===== src/rtl/axi_stream_to_bram_pkg.sv =====
// Shared definitions for the luma frame-capture path: FSM encoding and default frame geometry.
package axi_stream_to_bram_pkg;

  typedef enum logic [2:0] {
    IDLE,
    WAIT_SOF,
    CAPTURE,
    FLUSH,
    DONE
  } state_t;

  localparam int unsigned BEATS_PER_LINE  = 40;
  localparam int unsigned LINES_PER_FRAME = 240;
  localparam int unsigned FRAME_WORDS     = BEATS_PER_LINE * LINES_PER_FRAME;

endpackage


===== src/rtl/axi_stream_to_bram_frame_counter.sv =====
// Column/line position tracker for a captured frame; produces the BRAM word address.
module axis_frame_counter
  import axi_stream_to_bram_pkg::*;
#(
  parameter int unsigned beats_per_line  = BEATS_PER_LINE,
  parameter int unsigned lines_per_frame = LINES_PER_FRAME
) (
  input  logic        ACLK,
  input  logic        rst,
  input  logic        clear,
  input  logic        restart,
  input  logic        inc,
  input  logic        force_eol,
  output logic [31:0] word_addr,
  output logic        last_beat,
  output logic        end_of_line
);

  localparam int unsigned CW = (beats_per_line > 1) ? $clog2(beats_per_line) : 1;
  localparam int unsigned LW = (lines_per_frame > 1) ? $clog2(lines_per_frame) : 1;
  localparam logic [CW-1:0] COL_LAST  = CW'(beats_per_line - 1);
  localparam logic [LW-1:0] LINE_LAST = LW'(lines_per_frame - 1);

  logic [CW-1:0] col;
  logic [LW-1:0] line;

  always_comb begin
    end_of_line = (col == COL_LAST);
    last_beat   = end_of_line && (line == LINE_LAST);
    word_addr   = 32'(line) * 32'(beats_per_line) + 32'(col);
  end

  // restart means the current beat took word 0, so the next beat lands on column 1
  always_ff @(posedge ACLK or negedge rst) begin
    if (!rst) begin
      col  <= '0;
      line <= '0;
    end else if (clear) begin
      col  <= '0;
      line <= '0;
    end else if (restart) begin
      col  <= CW'(1);
      line <= '0;
    end else if (inc) begin
      if (end_of_line || force_eol) begin
        col  <= '0;
        line <= (line == LINE_LAST) ? '0 : line + LW'(1);
      end else begin
        col <= col + CW'(1);
      end
    end
  end

endmodule


===== src/rtl/axi_stream_to_bram.sv =====
// AXI4-Stream video sink packing 8 luma bytes per beat into sequential BRAM words.
// Define SYNC_CHECK_EN to enable TLAST/TUSER framing checks and the sync_error flag.
module axi_stream_to_bram
  import axi_stream_to_bram_pkg::*;
#(
  parameter int unsigned n               = 24,
  parameter int unsigned i               = 1,
  parameter int unsigned d               = 1,
  parameter int unsigned u               = 1,
  parameter int unsigned pixel_per_clk   = 8,
  parameter int unsigned num_brams       = 1,
  parameter int unsigned addr_width      = 14,
  parameter int unsigned beats_per_line  = BEATS_PER_LINE,
  parameter int unsigned lines_per_frame = LINES_PER_FRAME
) (
  input  logic                                   ACLK,
  input  logic                                   rst,
  input  logic [8*n-1:0]                         s_TDATA,
  input  logic                                   s_TVALID,
  output logic                                   s_TREADY,
  input  logic [u-1:0]                           s_TUSER,
  input  logic                                   s_TLAST,
  input  logic [n-1:0]                           s_TKEEP,
  input  logic [n-1:0]                           s_TSTRB,
  input  logic [i-1:0]                           s_TID,
  input  logic [d-1:0]                           s_TDEST,
  output logic [num_brams-1:0]                   bram_we,
  output logic [num_brams*addr_width-1:0]        bram_addr,
  output logic [num_brams*pixel_per_clk*8-1:0]   bram_data_in,
  input  logic [num_brams*pixel_per_clk*8-1:0]   bram_data_out,
  input  logic                                   capture_enable,
  output logic                                   capture_done_irq,
  output logic                                   sync_error
);

`ifdef SYNC_CHECK_EN
  localparam bit SYNC_EN = 1'b1;
`else
  localparam bit SYNC_EN = 1'b0;
`endif

  state_t state, next_state;

  logic        cnt_clear, cnt_restart, cnt_inc, cnt_eol;
  logic        wr_en, wr_zero, arm, err;
  logic [31:0] word_addr;
  logic        last_beat, end_of_line;
  logic [pixel_per_clk*8-1:0] luma;

  logic                       we_r;
  logic [addr_width-1:0]      addr_r;
  logic [pixel_per_clk*8-1:0] data_r;

  axis_frame_counter #(
    .beats_per_line (beats_per_line),
    .lines_per_frame(lines_per_frame)
  ) u_counter (
    .ACLK       (ACLK),
    .rst        (rst),
    .clear      (cnt_clear),
    .restart    (cnt_restart),
    .inc        (cnt_inc),
    .force_eol  (cnt_eol),
    .word_addr  (word_addr),
    .last_beat  (last_beat),
    .end_of_line(end_of_line)
  );

  always_comb begin
    luma = '0;
    for (int unsigned b = 0; b < pixel_per_clk; b++)
      luma[b*8 +: 8] = s_TDATA[b*24 +: 8];
  end

  always_ff @(posedge ACLK or negedge rst) begin
    if (!rst) state <= IDLE;
    else      state <= next_state;
  end

  always_comb begin
    next_state       = state;
    s_TREADY         = 1'b0;
    capture_done_irq = 1'b0;
    cnt_clear        = 1'b0;
    cnt_restart      = 1'b0;
    cnt_inc          = 1'b0;
    cnt_eol          = 1'b0;
    wr_en            = 1'b0;
    wr_zero          = 1'b0;
    arm              = 1'b0;
    err              = 1'b0;
    case (state)
      IDLE: begin
        cnt_clear = 1'b1;
        if (capture_enable) begin
          arm        = 1'b1;
          next_state = WAIT_SOF;
        end
      end
      WAIT_SOF: begin
        s_TREADY = 1'b1;
        if (s_TVALID && s_TUSER[0]) begin
          wr_en       = 1'b1;
          wr_zero     = 1'b1;
          cnt_restart = 1'b1;
          next_state  = CAPTURE;
        end
      end
      CAPTURE: begin
        s_TREADY = 1'b1;
        if (s_TVALID) begin
          wr_en = 1'b1;
          // a mid-frame SOF overrides any TLAST check on the same beat
          if (SYNC_EN && s_TUSER[0]) begin
            wr_zero     = 1'b1;
            cnt_restart = 1'b1;
            err         = 1'b1;
          end else begin
            cnt_inc = 1'b1;
            cnt_eol = SYNC_EN && s_TLAST;
            err     = SYNC_EN && (s_TLAST != end_of_line);
            if (last_beat) next_state = FLUSH;
          end
        end
      end
      FLUSH: next_state = DONE;
      DONE: begin
        capture_done_irq = 1'b1;
        next_state       = IDLE;
      end
      default: next_state = IDLE;
    endcase
  end

  always_ff @(posedge ACLK or negedge rst) begin
    if (!rst) begin
      we_r   <= 1'b0;
      addr_r <= '0;
      data_r <= '0;
    end else begin
      we_r <= wr_en;
      if (wr_en) begin
        addr_r <= wr_zero ? '0 : word_addr[addr_width-1:0];
        data_r <= luma;
      end
    end
  end

`ifdef SYNC_CHECK_EN
  logic sync_error_r;
  always_ff @(posedge ACLK or negedge rst) begin
    if (!rst)     sync_error_r <= 1'b0;
    else if (arm) sync_error_r <= 1'b0;
    else if (err) sync_error_r <= 1'b1;
  end
  assign sync_error = sync_error_r;
`else
  assign sync_error = 1'b0;
`endif

  assign bram_we      = {num_brams{we_r}};
  assign bram_addr    = {num_brams{addr_r}};
  assign bram_data_in = {num_brams{data_r}};

  logic unused_ok;
  assign unused_ok = ^{s_TKEEP, s_TSTRB, s_TID, s_TDEST, s_TUSER, s_TLAST, bram_data_out,
                       word_addr, end_of_line, arm, err};

endmodule


===== config.mk =====
export PLATFORM = sky130hd
export DESIGN_NAME = axi_stream_to_bram
export DESIGN_NICKNAME = d
export VERILOG_FILES = /design/src/rtl/axi_stream_to_bram_pkg.sv /design/src/rtl/axi_stream_to_bram_frame_counter.sv /design/src/rtl/axi_stream_to_bram.sv
export SDC_FILE = /design/constraint.sdc
export NUM_CORES = 1
export LEC_CHECK = 0
export CORE_AREA = 5 5 148 150
export DETAILED_ROUTE_END_ITERATION = 16
export DIE_AREA = 0 0 153 155
export DONT_BUFFER_PORTS = 1
export MAX_ROUTING_LAYER = met4
export PLACE_DENSITY_LB_ADDON = 0.08
export SYNTH_ARGS = -nofsm -noshare
export SYNTH_HDL_FRONTEND = slang
export SYNTH_SLANG_ARGS = --single-unit
export TNS_END_PERCENT = 20

===== constraint.sdc =====
create_clock -name ACLK -period 2.95 [get_ports ACLK]
set_input_delay 0.59 -clock ACLK [delete_from_list [all_inputs] [get_ports ACLK]]
set_output_delay 0.59 -clock ACLK [all_outputs]
set_load 0.02 [all_outputs]

==> results of run 1 <==
sequential cells by signal, indices dropped and copies added, names as in the netlist:
register,flops
bram_addr,14
bram_data_in,64
state,3
u_counter.col,6
bram_we,1
u_counter.line,8
kinds of logic (layout without fill, tap and decap cells):
kind of cell	Yosys count	after routing
buffers and inverters	28	30
AOI/OAI and AO/OA	47	47
adders and majority gates	19	19
muxes	2	2
and+or+nand+nor	264	264
DFF	96	96
xor gates and xnor gates	20	20
other	1	4
final timing paths:
kind	slack, ns	depth (start not counted)	startpoint	to
max	0.26	9	u_counter.line[1]	bram_addr[11]
min	0.16	1	rst	bram_data_in[0]
max reg2reg	0.26	9	u_counter.line[1]	bram_addr[11]
min reg2reg	0.57	1	u_counter.col[1]	bram_addr[1]
max in group asynchronous	2.38	1	rst	bram_data_in[34]
min in group ACLK	0.34	2	s_TDATA[147]	bram_data_in[51]
stage by stage:
stage	worst slack, ns	cells
final	0.256	757
after detailed placement	0.272	737
after CTS	0.215	754
after global routing	0.0825	757
after global placement	0.233	737
after floorplan	0.441	477
per-layer routing:
metal,wire [um],vias up,track usage [%]
met3,1180,11,4.45
met5,0,-,-
met1,5440,1523,13.3
li1,-,1537,-
met4,179,0,3.82
met2,5570,107,16.0
cell usage after synthesis, types with 3 or more instances:
cell,instances
a22o_1,10
xor2_1,8
o21ai_0,7
xnor2_1,12
nor2_1,26
buf_2,11
clkbuf_1,9
nor2b_1,8
a211oi_2,3
nand3_1,9
nand2_1,205
ha_1,17
a21oi_1,9
inv_1,6
dfrtp_1,96
cell usage in the layout (no fill, tap or decap), types with 3 or more instances in the layout:
cell / instances
inv_1: 5
clkbuf_16: 9
a211oi_2: 3
o21ai_0: 7
xor2_1: 8
nand2_1: 205
inv_6: 3
xnor2_1: 12
nand3_1: 9
nor2b_1: 8
diode_2: 3
a21oi_1: 9
nor2_1: 26
ha_1: 17
dfrtp_1: 96
a22o_1: 10
buf_4: 6
where the power goes:
| part | leakage [nW] | internal, W | total [W] | switching (W) |
|---|---|---|---|---|
| clock | 0.147 | 0.000667 | 0.00121 | 0.000544 |
| sequential | 1.24 | 0.00176 | 0.00268 | 0.000921 |
| combinational | 1.12 | 0.000341 | 0.00101 | 0.000668 |
area by class of cell:
class | count | area (um^2) | share of cell area [%]
Antenna cell | 3 | 7.51 | 0.148
Clock buffer | 9 | 225 | 4.43
Clock inverter | 7 | 77.6 | 1.53
Inverter | 6 | 22.5 | 0.443
Multi-Input combinational cell | 353 | 1910 | 37.5
Sequential cell | 96 | 2400 | 47.3
Tap cell | 275 | 344 | 6.78
Timing Repair Buffer | 8 | 92.6 | 1.82
==> impl_results.md, run 1 <==
- Status: finished, final reports clean
- CTS root buffer: clkbuf_16
- First-pass GRT wire length: slightly below 20 mm
- Fin crit period: 2.69 ns
- Worst vdd ir: 0.257 mV
- FF+latch count, synth: 96
- Simple-gate share of the synthesized area: 24.6%
- Worst skew pair latency: 0.34 ns
- PwrDens: 965 mW/mm^2
- Ys flop type: dfrtp_1
- Starting Density: 21.6%
- Top Ports: 394
- Post-synth ARST share: 100%
- Post-CTS Hold Buffers: 1
- # fillers: 2213
- Final Cycle Share: 91.3%
- Area share of the largest cell type after synthesis: 54.2%
- Largest family of logic cells by synthesized area: simple AND/OR/NAND/NOR gates
- Final #Nets: 805
- CP endpoint kind: flip-flop
- DRC: 0
- RSZ-0062 raised after global routing: false
- Net Count, Synth: 808
- DR vias/cell: between 4 and 5
- Crit path DAT: 2.95 ns
- Cell taking the most area after synthesis: dfrtp_1
- Lkg Pwr: 2.51 nW
- Max stage delay cell, worst path: fa_1
- Slew headroom: 51.2%
- # port buffers: 0
- CTS tree: built
- Width of the die: 153 um
- PnR Total Power: 0.00490 W
- ANT nets after route: 0
- Tot GR Track Use: 10.8%
- Layout area overhead: 14.6%
- Routed wire length: 12.4 mm
- Pin slew with the least headroom to its limit: 0.731 ns
- Max Fclk: 0.371 GHz
- Gate Count Post-Synth: 477
- DR WL/cell: 16.3 um
- Crit path required time: 3.20 ns
- Number of max-cap violations: 0
- PostCTS Resize Cnt: 0
- Fin. Hold Viols: 0
- CTS HTree Levels: 3
- Slowest cell delay on critical path: 0.41 ns
- Cell Rows: between 50 and 60
- Final Wtd Congestion: 0.758
- Post-synthesis sequential area ratio: between 50 and 60%
- Vias in the first global route: 3169
- Largest net degree at the start of global routing: 97
- Most used cell, CP: ha_1
- Mux cell area share after synthesis: 0.452%
- Setup Skew: approximately 0.0080 ns
- First-pass DRT Iterations: 4
- CP startpoint kind: flip-flop
- Post-synthesis xor/xnor area fraction: 3.95%
- Initial antenna violation count: 3
- Hold Crit Class: in2async
- Post-Synth Adder-Cell Area: 5.70%
- Hold Slack: between 0.15 and 0.2 ns
- Congestion Overflow GR: 0
- DRT iter0 DRCs: 81
- Critical path's top delay family: adder cells
- Cell area after layout: 0.00508 mm^2
- Clock sink count: 96
- Post-DP HPWL: 8.80 mm
- Bufs on Longest Clock Path: 2
- Setup Viol. Count Final: 0
- Post-synthesis compound-gate area fraction: 8.07%
- EDFF count, synth: 0
- Reg clk slew, reported paths: ~0.080 ns
- Die span in y: 155 um
- Syn_area_per_cell: 9.29 um^2
- Floorplan core area: 0.0206 mm^2
- Fraction of layout cells with a size suffix above 1: 6.68%
- Placed inst area: 0.00474 mm^2
- Cell Area, Synth: 0.00443 mm^2
- Post CTS Setup Buffer Count: 0
- Die area: 0.0237 mm^2
- Cts bufs inserted: 9
- Largest cells by area after synthesis: dfrtp_1 (54%), nand2_1 (17%), ha_1 (4.8%)
- Slew Viols, Final: 0
- Synth unique cells: 47
- Critical path class: reg2reg
- Layout Utilization: 24.7%
- CP Max Fanout: 3
- Setup TNS: 0 ns
- Crit path cell chain: ha_1 -> ha_1 -> fa_1 -> a211oi_1 -> nor2_1 -> xor2_1 -> and3_1 -> xnor2_1 -> o31ai_1
- Crit path buffers/inverters: 0
- Vias: 3178
- Synth warn: 0
Note: power is estimated with default switching activity, not from simulation.
==> inputs of run 2 (changes only) <==
--- a/config.mk
+++ b/config.mk
@@ -11,6 +11,7 @@
 export DONT_BUFFER_PORTS = 1
 export MAX_ROUTING_LAYER = met4
 export PLACE_DENSITY_LB_ADDON = 0.08
+export REMOVE_ABC_BUFFERS = 1
 export SYNTH_ARGS = -nofsm -noshare
 export SYNTH_HDL_FRONTEND = slang
 export SYNTH_SLANG_ARGS = --single-unit
==> run 2 against run 1 <==
Clock-buffer cell count stayed put. Critical path depth unchanged. Global-route usage down 0.36 points. Largest power group unchanged. Sequential share of layout area up 0.16 points. Via count fell by 1.6%. Sequential power is essentially flat. Cell count unchanged. Clock power down 7%. Power decreased by 1.9%. Critical path type unchanged. Setup slack improved by 0.056 ns. Core utilization decreased by 0.085 points. Largest cell class unchanged. Hold slack got worse by 0.050 ns.
==> impl_results.md, run 2 (synthesized netlist as in run 1, its figures left out) <==
- Fraction of layout cells with a size suffix above 1: 6.88% (was 6.68%)
- Commonest non-fill, non-tap cell in the layout: nand2_1 (unchanged)
- CTS root buffer: clkbuf_16 (unchanged)
- Dpl ws: 0.299 ns (was 0.272 ns)
- Multi-input logic area: 0.00191 mm^2 (unchanged)
- Final WS setup: 0.312 ns (was 0.256 ns)
- Initial antenna violation count: 2 (was 3)
- Setup Viol. Count Final: 0 (unchanged)
- Tot GR Track Use: 10.4% (was 10.8%)
- Layout Utilization: 24.6% (was 24.7%)
- Hold Crit Class: in2async (unchanged)
- ANT nets after route: 0 (unchanged)
- Max stage delay cell, worst path: fa_1 (unchanged)
- Floorplan core area: 0.0206 mm^2 (unchanged)
- Lkg Pwr: 2.50 nW (was 2.51 nW)
- Pin slew with the least headroom to its limit: 0.569 ns (was 0.731 ns)
- Cell area after layout: 0.00506 mm^2 (was 0.00508 mm^2)
- Status: finished, final reports clean (unchanged)
- Routed wire length: 12.0 mm (was 12.4 mm)
- Slew Viols, Final: 0 (unchanged)
- Reg clk slew, reported paths: 0.07 ns (was 0.08 ns)
- RSZ-0062 raised after global routing: false (unchanged)
- Placed inst area: 0.00475 mm^2 (was 0.00474 mm^2)
- Congestion Overflow GR: 0 (unchanged)
- Starting Density: 21.6% (unchanged)
- # port buffers: 0 (unchanged)
- Cell Rows: 53 (unchanged)
- Final Wtd Congestion: 0.730 (was 0.758)
- Worst vdd ir: 0.325 mV (was 0.257 mV)
- Crit path DAT: 2.88 ns (was 2.95 ns)
- Commonest non-fill, non-tap cells in the layout: nand2_1 (205), dfrtp_1 (96), nor2_1 (26) (unchanged)
- Number of max-cap violations: 0 (unchanged)
- Die span in y: 155 um (unchanged)
- Slew headroom: 62.1% (was 51.2%)
- Die area: 0.0237 mm^2 (unchanged)
- Vias in the first global route: 3145 (was 3169)
- PostCTS Resize Cnt: 0 (unchanged)
- DR vias/cell: 4.13 (was 4.20)
- Crit path required time: 3.19 ns (was 3.20 ns)
- Final Cycle Share: 89.4% (was 91.3%)
- Post-DP HPWL: 8.50 mm (was 8.80 mm)
- Bufs on Longest Clock Path: 2 (unchanged)
- Sequential Area: 0.00240 mm^2 (unchanged)
- DRT iter0 DRCs: 152 (was 81)
- CTS HTree Levels: 3 (unchanged)
- First-pass GRT wire length: 19.0 mm (was 19.4 mm)
- Max Fclk: 0.379 GHz (was 0.371 GHz)
- Width of the die: 153 um (unchanged)
- CP Max Fanout: 3 (unchanged)
- DR WL/cell: 15.9 um (was 16.3 um)
- # fillers: 2232 (was 2213)
- PwrDens: 950 mW/mm^2 (was 965 mW/mm^2)
- Worst skew pair latency: 0.35 ns (was 0.34 ns)
- Crit path cell chain: ha_1 -> ha_1 -> fa_1 -> a211oi_1 -> nor2_1 -> xor2_1 -> nand4_1 -> xor2_1 -> a22o_1 (was ha_1 -> ha_1 -> fa_1 -> a211oi_1 -> nor2_1 -> xor2_1 -> and3_1 -> xnor2_1 -> o31ai_1)
- Layout area overhead: 14.2% (was 14.6%)
- Fin crit period: 2.64 ns (was 2.69 ns)
- Top Ports: 394 (unchanged)
- Setup Skew: 0.00800 ns (was 0.00804 ns)
- Critical path class: reg2reg (unchanged)
- DRC: 0 (unchanged)
- Largest register FFs: 64 (unchanged)
- Largest net degree at the start of global routing: 97 (unchanged)
- Vias: 3127 (was 3178)
- Slowest cell delay on critical path: 0.41 ns (about the same)
- CP startpoint kind: flip-flop (unchanged)
- CTS tree: built (unchanged)
- Cts bufs inserted: 9 (unchanged)
- Clock sink count: 96 (unchanged)
- Fin. Hold Viols: 0 (unchanged)
- First-pass DRT Iterations: 4 (unchanged)
- CP endpoint kind: flip-flop (unchanged)
- Final #Nets: 806 (was 805)
run 2: cell type report:
class	instances	area share, %
inverters	6	0.445
clock inverters	7	1.09
multi-input cells	353	37.7
flip-flops and latches	96	47.5
well taps	275	6.80
repair buffers	9	1.98
clock buffers	9	4.45
diodes	2	0.0989
run 2: routing by layer:
metal	vias up	track usage, %	wire length (um)
li1	1529	-	-
met1	1486	13.2	5310
met2	101	15.4	5470
met3	11	3.92	1040
met4	0	3.56	185
met5	-	-	0
run 2: where the power goes:
part | switching, W | internal [W]
Combinational | 0.000662 | 0.000349
Sequential | 0.000906 | 0.00176
Clock | 0.000552 | 0.000580
Total | 0.00212 | 0.00269
run 2: timing repair:
item,in CTS,in global routing
buffers inserted,0,0
endpoints found under the hold margin,96,0
hold buffers,1,0
run 2: worst max-delay path, delay by kind of cell, from the launching register on:
family,cells,cell delay [ns]
compound gates,2,0.54
xor+xnor,2,0.42
fa+ha+maj,3,0.94
flops,1,0.38
simple gates,2,0.25
run 2: final timing paths:
| path | endpoint | from | depth (start not counted) | slack [ns] |
|---|---|---|---|---|
| setup / recovery | bram_addr[12] | u_counter.line[1] | 9 | 0.31 |
| hold / removal | bram_data_in[18] | rst | 1 | 0.11 |
| setup reg to reg | bram_addr[12] | u_counter.line[1] | 9 | 0.31 |
| hold reg to reg | bram_addr[1] | u_counter.col[1] | 1 | 0.56 |
| max in group asynchronous | bram_addr[10] | rst | 1 | 2.33 |
| min in group ACLK | bram_data_in[58] | s_TDATA[170] | 2 | 0.34 |
run 2: through the flow:
stage | hold slack (ns) | TNS [ns] | cells | total power (W)
after detailed placement | 0.297 | 0 | 738 | 0.00373
after floorplan | 0.294 | -71.19 | 455 | 0.00330
final | 0.115 | 0 | 757 | 0.00481
after CTS | 0.186 | 0 | 755 | 0.00493
after global placement | 0.298 | 0 | 738 | 0.00372
after global routing | 0.197 | 0 | 757 | 0.00517
